`config.mk`:
```
export PLATFORM = sky130hd
export DESIGN_NAME = fetch_stage
export DESIGN_NICKNAME = d
export VERILOG_FILES = /design/src/rtl/if_pkg.sv /design/src/rtl/if_id_reg.sv /design/src/rtl/fetch_stage.sv
export SDC_FILE = /design/constraint.sdc
export NUM_CORES = 1
export LEC_CHECK = 0
export BUFFER_PORTS_ARGS = -buffer_cell sky130_fd_sc_hd__clkbuf_2
export CORE_UTILIZATION = 40
export DETAILED_ROUTE_END_ITERATION = 8
export PLACE_DENSITY = 0.64
export SLEW_MARGIN = 20
export SYNTH_ARGS = -nofsm -noshare
export SYNTH_HDL_FRONTEND = slang
export SYNTH_HIERARCHICAL = 1
export SYNTH_SLANG_ARGS = --single-unit
```
`constraint.sdc`:
```
create_clock -name clk -period 3.6 [get_ports clk]
set_input_delay 0.72 -clock clk [delete_from_list [all_inputs] [get_ports clk]]
set_output_delay 0.72 -clock clk [all_outputs]
set_load 0.005 [all_outputs]
```
`src/rtl/if_pkg.sv`:
```
// Shared constants, state type and helpers for the instruction-fetch stage.
package if_pkg;

    localparam logic [31:0] NOP_INST    = 32'h0000_0013;
    localparam logic [31:0] ECALL_INST  = 32'h0000_0073;
    localparam logic [31:0] EBREAK_INST = 32'h0010_0073;
    localparam logic [31:0] PC_INC      = 32'd4;

    typedef enum logic [0:0] {
        RUN  = 1'b0,
        HALT = 1'b1
    } fetch_state_t;

    // True for the two environment-call instructions that stop fetch.
    function automatic logic is_halt_inst(input logic [31:0] inst);
        return (inst == ECALL_INST) || (inst == EBREAK_INST);
    endfunction

endpackage

```
`src/rtl/if_id_reg.sv`:
```
// IF/ID pipeline register. Priority: rst > bubble > load > hold.
// A bubble is a NOP with valid low and zero PCs.
module if_id_reg
    import if_pkg::*;
#(
    parameter int PC_WIDTH = 32
) (
    input  logic                clk,
    input  logic                rst,
    input  logic                load,
    input  logic                bubble,
    input  logic [PC_WIDTH-1:0] fetch_pc,
    input  logic [31:0]         fetch_inst,
    output logic [PC_WIDTH-1:0] ifid_pc,
    output logic [PC_WIDTH-1:0] ifid_pc4,
    output logic [31:0]         ifid_inst,
    output logic                ifid_valid
);

    // Pipeline register update: reset, squash, capture or hold.
    always_ff @(posedge clk) begin
        if (rst || bubble) begin
            ifid_pc    <= {PC_WIDTH{1'b0}};
            ifid_pc4   <= {PC_WIDTH{1'b0}};
            ifid_inst  <= NOP_INST;
            ifid_valid <= 1'b0;
        end else if (load) begin
            ifid_pc    <= fetch_pc;
            ifid_pc4   <= fetch_pc + PC_WIDTH'(PC_INC);
            ifid_inst  <= fetch_inst;
            ifid_valid <= 1'b1;
        end else begin
            ifid_pc    <= ifid_pc;
            ifid_pc4   <= ifid_pc4;
            ifid_inst  <= ifid_inst;
            ifid_valid <= ifid_valid;
        end
    end

endmodule

```
`src/rtl/fetch_stage.sv`:
```
// Instruction-fetch stage: PC register, imem word addressing, IF/ID capture,
// stall / redirect handling and halt on ECALL/EBREAK.
// Optional performance counters are built when IF_PERF_CNT_EN is defined;
// otherwise fetch_cnt_o / stall_cnt_o read constant zero.
module fetch_stage
    import if_pkg::*;
#(
    parameter int                PC_WIDTH    = 32,
    parameter logic [PC_WIDTH-1:0] RESET_PC  = 32'h0000_0000,
    parameter int                IMEM_ADDR_W = 6
) (
    input  logic                   clk,
    input  logic                   rst,
    input  logic                   stall_i,
    input  logic                   redirect_i,
    input  logic [PC_WIDTH-1:0]    redirect_pc_i,
    output logic [IMEM_ADDR_W-1:0] imem_addr_o,
    input  logic [31:0]            imem_data_i,
    output logic [PC_WIDTH-1:0]    ifid_pc_o,
    output logic [PC_WIDTH-1:0]    ifid_pc4_o,
    output logic [31:0]            ifid_inst_o,
    output logic                   ifid_valid_o,
    output logic                   halted_o,
    output logic [31:0]            fetch_cnt_o,
    output logic [31:0]            stall_cnt_o
);

    logic [PC_WIDTH-1:0] pc_r;
    logic [PC_WIDTH-1:0] pc_next_s;
    fetch_state_t        state_r;
    fetch_state_t        state_next_s;
    logic                halted_r;
    logic                ifid_load_s;
    logic                ifid_bubble_s;

    // Memory wraps at 64 words; upper PC bits are kept but not used here.
    assign imem_addr_o = pc_r[IMEM_ADDR_W+1:2];
    assign halted_o    = halted_r;

    // Next PC, next state and IF/ID control; redirect outranks stall.
    always_comb begin
        pc_next_s     = pc_r;
        state_next_s  = state_r;
        ifid_load_s   = 1'b0;
        ifid_bubble_s = 1'b0;
        if (redirect_i) begin
            // Targets are word aligned: the low two bits are dropped.
            pc_next_s     = redirect_pc_i & ~PC_WIDTH'(3);
            ifid_bubble_s = 1'b1;
            state_next_s  = RUN;
        end else begin
            case (state_r)
                RUN: begin
                    if (stall_i) begin
                        pc_next_s = pc_r;
                    end else begin
                        ifid_load_s = 1'b1;
                        if (is_halt_inst(imem_data_i)) begin
                            state_next_s = HALT;
                        end else begin
                            pc_next_s = pc_r + PC_WIDTH'(PC_INC);
                        end
                    end
                end
                HALT: begin
                    if (stall_i) begin
                        ifid_bubble_s = 1'b0;
                    end else begin
                        ifid_bubble_s = 1'b1;
                    end
                end
                default: begin
                    state_next_s = RUN;
                end
            endcase
        end
    end

    // PC, state and the registered halt flag.
    always_ff @(posedge clk) begin
        if (rst) begin
            pc_r     <= RESET_PC;
            state_r  <= RUN;
            halted_r <= 1'b0;
        end else begin
            pc_r     <= pc_next_s;
            state_r  <= state_next_s;
            halted_r <= (state_r == HALT) && !redirect_i;
        end
    end

    if_id_reg #(
        .PC_WIDTH (PC_WIDTH)
    ) u_if_id_reg (
        .clk        (clk),
        .rst        (rst),
        .load       (ifid_load_s),
        .bubble     (ifid_bubble_s),
        .fetch_pc   (pc_r),
        .fetch_inst (imem_data_i),
        .ifid_pc    (ifid_pc_o),
        .ifid_pc4   (ifid_pc4_o),
        .ifid_inst  (ifid_inst_o),
        .ifid_valid (ifid_valid_o)
    );

`ifdef IF_PERF_CNT_EN
    logic [31:0] fetch_cnt_r;
    logic [31:0] stall_cnt_r;
    logic        stall_inc_s;

    assign stall_inc_s = (state_r == RUN) && stall_i && !redirect_i;
    assign fetch_cnt_o = fetch_cnt_r;
    assign stall_cnt_o = stall_cnt_r;

    // Count valid IF/ID loads and RUN-state stall cycles.
    always_ff @(posedge clk) begin
        if (rst) begin
            fetch_cnt_r <= 32'd0;
            stall_cnt_r <= 32'd0;
        end else begin
            fetch_cnt_r <= fetch_cnt_r + (ifid_load_s ? 32'd1 : 32'd0);
            stall_cnt_r <= stall_cnt_r + (stall_inc_s ? 32'd1 : 32'd0);
        end
    end
`else
    assign fetch_cnt_o = 32'd0;
    assign stall_cnt_o = 32'd0;
`endif

endmodule

```
==> results by group <==
Floorplan
  – Num rows: 46
  – I/O pin count: 236
  – Die Y: between 100 and 150 um
  – Die W: between 100 and 150 um
  – Die area: around 17000 um^2
  – Core ar.: around 16000 um^2
  – Starting Density: 0.415

Power
  – Switching pwr: just under 0.9 mW
  – Cell Int Power: approximately 2.6 mW
  – Sequential fraction of design power: 0.439
  – Switching power share of the total: 0.255
  – VDD IR max: roughly 0.00033 V
  – Gate power share: 0.092
  – Leakage power: about 3.2 nW
  – Pwr dens: approximately 440 nW/um^2
  – Clock Power Share: 0.469

STA
  – RSZ-0062 raised after global routing: no
  – Final hold vios: 0
  – Slew HR: 0.436
  – Setup violations, final: 0
  – Worst Skew: ~14 ps
  – Max-slew violation count: 0
  – Fmax: about 410 MHz
  – Setup TNS Final: 0 ps
  – Min Tclk post-route: 2410 ps
  – Final period util: 0.670
  – Worst Tran Pin Value: approximately 840 ps

Synth
  – Dominant synthesized flop cell: dfxtp_1
  – Largest cells by area after synthesis: dfxtp_1 (38%), mux2i_1 (9.6%), buf_4 (8.1%)
  – Syn Area/Cell: just over 9 um^2
  – Count of cell types in the netlist: 63
  – Synth Register Bits: between 100 and 150
  – Post-synth EDFFs: 0
  – Largest area contributor in the netlist: dfxtp_1
  – Ys async rst share: 0
  – Syn. warnings: 6
  – Post-synthesis sequential area ratio: 0.382
  – Post-synthesis cell count: a little over 700
  – Post-synthesis cell area: around 6700 um^2
  – Share of the synthesized area in the top cell type: 0.382

Layout
  – Sequential cell area: ~2500 um^2
  – Share of layout cells above drive strength 1: 0.281
  – Antenna cells: 0
  – Area of the multi-input gates: between 3000 and 4000 um^2
  – Area delta synth->final: 18.7%
  – Filler cells: roughly 1600
  – Fin area: slightly below 8000 um^2
  – Nets@finish: roughly 950

Clocking
  – Post-CTS Setup Inserts: 0
  – Worst-Skew Late Latency: about 410 ps
  – CTS tree: done
  – Clock transition at the registers of the reported paths: 60 ps
  – CTS Hold Bufs: 0
  – Clk sink count: 127
  – Post-CTS sizing: 0
  – Total CTS buffers: 17
  – H-tree depth: 4
  – Clock buffer depth: 2
  – Root Driver: clkbuf_16

Setup path
  – Critical-path cell with the highest stage delay: buf_4
  – Most frequent CP cell: nand2_1
  – Worst EP required: a little under 4000 ps
  – Crit path max fanout: 57
  – CP endpoint kind: register
  – Crit-path max cell delay: 550 ps
  – Crit. Startpoint: stall_i
  – Critical path class: input pin to register
  – CP startpoint kind: input pin
  – Worst r2r dst: u_if_id_reg/ifid_pc4[29]
  – R2R Setup Slk: around 1200 ps
  – R2R Path Start: state_r
  – Worst Path Arrival: about 2700 ps
  – Worst-path cell chain: clkbuf_2, or2_2, nor2_4, buf_4, nand2_1, nor4_1, nand2_1, o211a_1
  – Crit path capture: u_if_id_reg/ifid_pc4[29]
  – Worst r2r path cells: 7

Hold path
  – Hold Crit Class: register to register

Routing
  – Iteration count of the initial detailed-routing pass: 4
  – Post-Route WL: about 18000 um
  – DRC viols: 0
  – Routed len/inst: 16.0 um
  – DRT antenna net count: 0
  – Initial DRC count: between 300 and 400
  – Via density: approximately 5
  – Vias: roughly 5500

Global route
  – Number of global-route vias before repair: 5000
  – Gr usage total: 0.210
  – First-pass GRT wire length: 27100 um
  – Initial antenna violation count: 0
  – Overflow after GRT: 0
  – Largest net degree at the start of global routing: between 60 and 70

Placement
  – Detailed Place HPWL: approximately 12000 um
  – Placer Congestion: between 0.8 and 0.9
  – DP Area: ~7300 um^2
  – IO buf count: around 170

Flow run
  – Max Cap Violations: 0

Outcome
  – Run status: complete, no violations
==> power groups by stage <==
| stage | combinational [mW] | clock, mW | sequential [mW] |
|---|---|---|---|
| after floorplan | 0.254 | 0 | 1.54 |
| after global placement | 0.318 | 0 | 1.56 |
| after detailed placement | 0.321 | 0 | 1.56 |
| after CTS | 0.322 | 1.68 | 1.53 |
| after global routing | 0.362 | 1.74 | 1.54 |
| final | 0.320 | 1.64 | 1.53 |
==> per-stage QoR <==
stage,setup slack [ps],cells,power [mW],hold WS (ps),utilization
5_1_grt,957,1105,3.64,486,0.492
4_1_cts,1230,1105,3.54,476,0.492
2_1_floorplan,1260,792,1.79,462,-
3_5_place_dp,784,1073,1.88,462,0.458
3_3_place_gp,841,1073,1.88,453,0.458
6_report,1190,1105,3.49,474,0.492
==> cell usage after synthesis, drive strengths merged, types with 4 or more instances <==
library cell,count
dfxtp,127
nor2,101
buf,91
mux2i,64
nand2,37
a211oi,31
xnor2,30
a21oi,26
clkbuf,26
nand4,24
o21ai,22
nand3,21
and3,12
nor4,12
inv,11
and4,10
xor2,10
a2111oi,9
and2,8
a311oi,7
nor3,6
or4,6
o31ai,5
or2,4
==> critical path: cells and delay by family <==
family                 cells  cell delay [ps]
AND/OR/NAND/NOR            5             1170
buffers and inverters      2              660
AO/OA/AOI/OAI              1              130
==> routing by layer <==
metal / global-route usage / part of all wire / wire [um] / vias up
met2: 0.332 / 0.47 / 8260 / 209
met3: 0.0664 / 0.076 / 1350 / 10
met4: 0.0710 / 0.011 / 189 / 0
li1: - / - / - / 2749
met1: 0.271 / 0.45 / 7890 / 2572
met5: 0 / 0 / 0 / -
==> logic make-up after synthesis <==
logic type	count (synthesis)	share of synthesized area
other cells	1	0.000563
simple gates	251	0.203
fa+ha+maj	2	0.00376
xor+xnor	40	0.0526
compound gates	112	0.134
flops	127	0.382
buf+inv	128	0.125
mux	66	0.100
==> worst min path at each step <==
| stage | startpoint | endpoint | cells after the start |
|---|---|---|---|
| final | u_if_id_reg/ifid_pc[23] | u_if_id_reg/ifid_pc[23] | 2 |
| after global placement | u_if_id_reg/ifid_valid | u_if_id_reg/ifid_valid | 2 |
| after CTS | u_if_id_reg/ifid_valid | u_if_id_reg/ifid_valid | 2 |
| after global routing | u_if_id_reg/ifid_pc[27] | u_if_id_reg/ifid_pc[27] | 2 |
| after detailed placement | u_if_id_reg/ifid_inst[0] | u_if_id_reg/ifid_inst[0] | 2 |
| after floorplan | u_if_id_reg/ifid_pc[23] | u_if_id_reg/ifid_pc[23] | 2 |
==> layout make-up <==
cell class | instances | area share
timing repair buffer | 182 | 0.121
inverter | 11 | 0.00522
tap | 216 | 0.0342
clock inverter | 12 | 0.0152
clock buffer | 20 | 0.0552
multi-input combinational | 537 | 0.448
sequential | 127 | 0.322
==> sequential cells by signal (all words and copies together) (netlist names) <==
signal and flops:
u_if_id_reg/ifid_inst 32, u_if_id_reg/ifid_pc 32, pc_r 30, u_if_id_reg/ifid_pc4 30, halted_o 1, state_r 1, u_if_id_reg/ifid_valid 1
==> cells in the final DEF, fill, tap and decap left out, types with 4 or more instances in the layout <==
cell type,instances
a2111oi_2,5
a2111oi_4,4
a211oi_1,28
a21oi_1,25
a311oi_1,7
and2_1,5
and3_1,11
and4_1,7
buf_4,12
clkbuf_16,17
clkbuf_2,169
clkinv_2,7
conb_1,66
dfxtp_1,127
inv_1,11
mux2i_1,64
nand2_1,37
nand3_1,19
nand4_1,21
nor2_1,98
nor3_1,6
nor4_1,8
nor4_2,4
o21ai_0,21
o31ai_1,5
or4_1,5
xnor2_1,30
xor2_1,10
Note: power is estimated with default switching activity, not from simulation.
